===== src/rtl/writeback_arbiter.sv =====
// writeback_arbiter
//   Collects completed results from the ALU/branch unit (A) and the load-store
//   unit (B) into two small FIFOs and drives the ROB's single writeback port,
//   serving the FIFOs round-robin, at most one result per cycle.
//
// Ports
//   clk, reset          clock, asynchronous active-high reset
//   flush_              active-low ROB pipeline flush (empties both FIFOs)
//   a_* / b_*           active-low source valid plus result fields
//   a_busy / b_busy     FIFO full; the source must hold its valid
//   wb_*                registered ROB writeback port (wb_e_ active-low)
//   wb_idle             both FIFOs empty and no writeback in flight
//
// The destination tag is an opaque RdWidth-bit field (ROB id plus register
// address) that passes through unchanged.
module writeback_arbiter #(
    parameter int unsigned          DATA          = 32,
    parameter int unsigned          QDEPTH        = 2,
    parameter int unsigned          RdWidth       = 10,
    parameter int unsigned          ExpWidth      = 4,
    parameter logic [ExpWidth-1:0]  ExpIMissAlign = '0
) (
    input  logic                clk,
    input  logic                reset,
    input  logic                flush_,
    input  logic                a_e_,
    input  logic [RdWidth-1:0]  a_rd,
    input  logic [DATA-1:0]     a_data,
    input  logic                a_exp_,
    input  logic [ExpWidth-1:0] a_exp_code,
    input  logic                a_pred_miss_,
    input  logic                a_jump_miss_,
    input  logic                b_e_,
    input  logic [RdWidth-1:0]  b_rd,
    input  logic [DATA-1:0]     b_data,
    input  logic                b_exp_,
    input  logic [ExpWidth-1:0] b_exp_code,
    input  logic                b_pred_miss_,
    input  logic                b_jump_miss_,
    output logic                a_busy,
    output logic                b_busy,
    output logic                wb_e_,
    output logic [RdWidth-1:0]  wb_rd,
    output logic [DATA-1:0]     wb_data,
    output logic                wb_exp_,
    output logic [ExpWidth-1:0] wb_exp_code,
    output logic                wb_pred_miss_,
    output logic                wb_jump_miss_,
    output logic                wb_idle
);

    localparam logic        Disable_ = 1'b1;
    localparam logic        Enable_  = 1'b0;
    localparam int unsigned PtrW     = (QDEPTH > 1) ? $clog2(QDEPTH) : 1;
    localparam int unsigned EntW     = RdWidth + DATA + ExpWidth + 3;
    localparam logic [PtrW:0] Full   = QDEPTH[PtrW:0];

    typedef logic [EntW-1:0] entry_t;

    // Index 0 is source A, index 1 is source B.
    entry_t          mem_q  [2][QDEPTH];
    logic [PtrW-1:0] wptr_q [2];
    logic [PtrW-1:0] rptr_q [2];
    logic [PtrW:0]   cnt_q  [2];
    logic            prio_q;  // 0 = A wins a tie, 1 = B wins a tie

    entry_t     in_ent [2];
    entry_t     head;
    logic [1:0] in_e_;
    logic [1:0] busy;
    logic [1:0] nonempty;
    logic [1:0] push;
    logic [1:0] pop;

    always_comb begin
        in_ent[0] = {a_rd, a_data, a_exp_, a_exp_code, a_pred_miss_, a_jump_miss_};
        in_ent[1] = {b_rd, b_data, b_exp_, b_exp_code, b_pred_miss_, b_jump_miss_};
        in_e_     = {b_e_, a_e_};
        busy      = '0;
        nonempty  = '0;
        push      = '0;
        for (int s = 0; s < 2; s++) begin
            // Busy uses the registered count only; no look-ahead to a same-cycle pop.
            busy[s]     = (cnt_q[s] == Full);
            nonempty[s] = (cnt_q[s] != '0);
            push[s]     = flush_ && !in_e_[s] && !busy[s];
        end
        // A flush edge suppresses any grant.
        pop[0] = flush_ && nonempty[0] && (!nonempty[1] || !prio_q);
        pop[1] = flush_ && nonempty[1] && (!nonempty[0] || prio_q);
        head   = pop[1] ? mem_q[1][rptr_q[1]] : mem_q[0][rptr_q[0]];
    end

    always_ff @(posedge clk or posedge reset) begin
        if (reset) begin
            for (int s = 0; s < 2; s++) begin
                wptr_q[s] <= '0;
                rptr_q[s] <= '0;
                cnt_q[s]  <= '0;
            end
            prio_q <= 1'b0;
        end else if (!flush_) begin
            // Priority survives a flush.
            for (int s = 0; s < 2; s++) begin
                wptr_q[s] <= '0;
                rptr_q[s] <= '0;
                cnt_q[s]  <= '0;
            end
        end else begin
            for (int s = 0; s < 2; s++) begin
                if (push[s]) wptr_q[s] <= wptr_q[s] + 1'b1;
                if (pop[s])  rptr_q[s] <= rptr_q[s] + 1'b1;
                if (push[s] && !pop[s]) begin
                    cnt_q[s] <= cnt_q[s] + 1'b1;
                end else if (pop[s] && !push[s]) begin
                    cnt_q[s] <= cnt_q[s] - 1'b1;
                end
            end
            if (pop[0]) begin
                prio_q <= 1'b1;
            end else if (pop[1]) begin
                prio_q <= 1'b0;
            end
        end
    end

    // Storage needs no reset: count and pointers define what is valid.
    always_ff @(posedge clk) begin
        for (int s = 0; s < 2; s++) begin
            if (push[s]) mem_q[s][wptr_q[s]] <= in_ent[s];
        end
    end

    always_ff @(posedge clk or posedge reset) begin
        if (reset) begin
            wb_e_         <= Disable_;
            wb_rd         <= '0;
            wb_data       <= '0;
            wb_exp_       <= Disable_;
            wb_exp_code   <= ExpIMissAlign;
            wb_pred_miss_ <= Disable_;
            wb_jump_miss_ <= Disable_;
        end else if (pop != 2'b00) begin
            wb_e_ <= Enable_;
            {wb_rd, wb_data, wb_exp_, wb_exp_code, wb_pred_miss_, wb_jump_miss_} <= head;
        end else begin
            wb_e_         <= Disable_;
            wb_rd         <= '0;
            wb_data       <= '0;
            wb_exp_       <= Disable_;
            wb_exp_code   <= ExpIMissAlign;
            wb_pred_miss_ <= Disable_;
            wb_jump_miss_ <= Disable_;
        end
    end

    assign a_busy  = busy[0];
    assign b_busy  = busy[1];
    assign wb_idle = !nonempty[0] && !nonempty[1] && (wb_e_ == Disable_);

endmodule


===== config.mk =====
export PLATFORM = sky130hd
export DESIGN_NAME = writeback_arbiter
export DESIGN_NICKNAME = d
export VERILOG_FILES = /design/src/rtl/writeback_arbiter.sv
export SDC_FILE = /design/constraint.sdc
export NUM_CORES = 1
export LEC_CHECK = 0
export ABC_AREA = 1
export BUFFER_PORTS_ARGS = -buffer_cell sky130_fd_sc_hd__buf_2
export CORE_MARGIN = 3
export CORE_UTILIZATION = 51
export CTS_CLUSTER_SIZE = 10
export DETAILED_ROUTE_END_ITERATION = 10
export GPL_TIMING_DRIVEN = 0
export PLACE_DENSITY = 0.76
export SYNTH_ARGS = -nofsm -noshare
export SYNTH_HDL_FRONTEND = slang
export SYNTH_SLANG_ARGS = --single-unit
export TNS_END_PERCENT = 1

===== constraint.sdc =====
create_clock -name clk -period 4.45 [get_ports clk]
set_input_delay 0.2225 -clock clk [delete_from_list [all_inputs] [get_ports clk]]
set_output_delay 0.2225 -clock clk [all_outputs]
set_load 0.02 [all_outputs]

==> metrics.cfg <==
[status]
status=finished clean

[grt]
overflow=0
grt_pass1_vias=6858
grt_max_degree=60
grt_pass1_wl_mm=36.6
grtUsageTotal_pct=21.9
antenna_found_initial=1

[timing]
tns_ns=0
fin_crit_ns=2.08
final-max-slew-violation-count=0
rsz0062_at_grt=false
finClkSkew_ns=0.00899
max_freq_mhz=481
finalCritPeriodShare_pct=46.7
hold_slack_ns=0.162
tightest_slew_ns=0.877
hold_violations=0
slew_headroom_pct=41.4
finalSetupViolations=0

[clocking]
post_cts_resized=0
root_buffer=clkbuf_16
numCtsBuffers=29
clkTransAtPathRegs_ns=0.05
ctsLongestPathBuffers=3
cts_tree=built
htreeDepth=1
clk_latency_ns=0.53
hold_buffers=99
cts_sinks=255
cts_setup_buffers=0

[logic_synthesis]
seq_area_frac_synth_pct=74.8
ys_types=27
synth_nets=767
ys_ff_latch=255
synth.area.top_cells=edfxtp_1 60%, dfrtp_1 14%, nand2_1 6.4%
synth-edff-count=196
synth_top_family_by_area=simple AND/OR/NAND/NOR gates
synth-compound-area-share_pct=8.48
ys_top_cells_by_count=196 x edfxtp_1, 169 x nand2_1, 55 x dfrtp_1
yosysMostFrequentCell=edfxtp_1
synth_top_area_share_pct=59.8
synth-simple-area-share_pct=8.82
yosysTopAreaCell=edfxtp_1
muxShareOfSynthArea_pct=4.68
synth_warnings=0
synth_ff_type=edfxtp_1
synthXorXnorAreaFrac_pct=0
synthAdderAreaFrac_pct=0
syn_inst=664
avgSynthCellArea_sq_um=14.8
synth_area_sq_um=9840
synthArstFlopShare_pct=23.1

[floorplanning]
die_w_um=145
die_h_um=145
fp-row-count=50
core_sq_um=18800
die-area_sq_um=21000
initial_utilization_pct=52.3
ioPinCount=156

[setup_path]
cp_data_arrival_time_ns=2.30
cp_slowest_stage_delay_ns=0.67
cp-start-kind=register
required_ns=4.67
crit_path_end_kind=register
crit_family=simple AND/OR/NAND/NOR gates
cpMaxStageDelayCell=nor2_4
critPathKind=reg2reg
path_cells=inv_1, nand2_1, nand2_1, nor2_4, buf_12
path_max_fanout=26
critPathBufInv=2
crit_path_frequent_cell=nand2_1

[route]
antenna_left=0
first_pass_iters=5
viasPerCell=5.05
via_count=6256
drcViolationCount=0
wl_per_cell_um=18.3
drtIter0Drc=303
drt_wl_total_mm=22.7

[power_and_ir_drop]
peakVddDrop_uv=377
p_leak_nw=5.26
power_density_nw_per_um2=604

[place]
place.detailed.hpwl_mm=13.6
portBuffers=155
dpl_cell_area_sq_um=11100
place_congestion=0.801

[layout]
layout-drive-gt1-share_pct=33.4
fillers=1252
fin_util_pct=68.7
nets=1057
finalInstanceArea_sq_um=12900
area_growth_pct=31.4

[run]
cap_violations=0

[min_path]
hold_path.class=in2reg

-- metal layers --
| metal | vias up | global-route usage [%] | share of wire (%) |
|---|---|---|---|
| li1 | 2926 | - | - |
| met1 | 3095 | 27.4 | 40 |
| met2 | 196 | 39.7 | 53 |
| met3 | 39 | 3.25 | 4.8 |
| met4 | 0 | 6.46 | 2.4 |
| met5 | - | 0 | 0 |
-- worst min-delay path, cell delays in order --
cell and delay [ns]:
buf_2 0.09, inv_2 0.10, nor2_1 0.11, nand2_1 0.06, nand2_1 0.06
-- final timing paths --
path / from / endpoint / slack (ns) / cells after the start
worst max-delay path: cnt_q[0] / mem_q[0][114] / 2.37 / 5
worst min-delay path: flush_ / cnt_q[2] / 0.16 / 5
worst max register to register: cnt_q[0] / mem_q[0][114] / 2.37 / 5
worst min register to register: mem_q[0][55] / wb_exp_ / 0.52 / 2
max in group asynchronous: reset / prio_q / 3.48 / 3
min in group asynchronous: reset / wb_data[4] / 0.43 / 3
-- registers in the layout, summed over array words and instances, names as in the netlist, 2 cells and up --
signal and cells:
wb_rd 10, wptr_q 2, cnt_q 4, mem_q 196, wb_exp_code 4, wb_data 32
rptr_q 2
-- metrics by stage --
step,power (mW),setup WS [ns],instances
3_3_place_gp,5.58,-0.363,1079
2_1_floorplan,4.89,1.29,664
4_1_cts,7.84,2.36,1237
5_1_grt,8.20,2.17,1238
6_report,7.80,2.37,1238
3_5_place_dp,5.65,2.35,1084
-- cell usage in the layout (no fill, tap or decap), drive strengths merged, types with 16 or more instances in the layout --
cell,n
edfxtp,196
inv,20
clkbuf,57
buf,189
nand2,173
dfrtp,55
nor2,16
dlygate4sd3,99
mux2i,46
o21ai,54
a21oi,46
-- layout make-up --
type | instances | area (sq um) | area share (%)
Antenna cell | 1 | 2.50 | 0.0194
Buffer | 33 | 239 | 1.85
Clock buffer | 53 | 836 | 6.46
Clock inverter | 1 | 8.76 | 0.0677
Inverter | 20 | 77.6 | 0.600
Multi-Input combinational cell | 356 | 2190 | 17.0
Sequential cell | 255 | 7370 | 57.0
Tap cell | 260 | 325 | 2.52
Timing Repair Buffer | 259 | 1880 | 14.6
-- power breakdown --
group          total [mW]  internal (mW)  switching, mW
Clock                2.12           1.25          0.872
Sequential           3.14           3.00          0.137
Combinational        2.54          0.893           1.65
-- cells by family after synthesis --
family / after synthesis
flops: 255
simple gates: 207
compound gates: 103
buf+inv: 53
mux: 46
No activity file was read; power rests on OpenSTA's default activity.
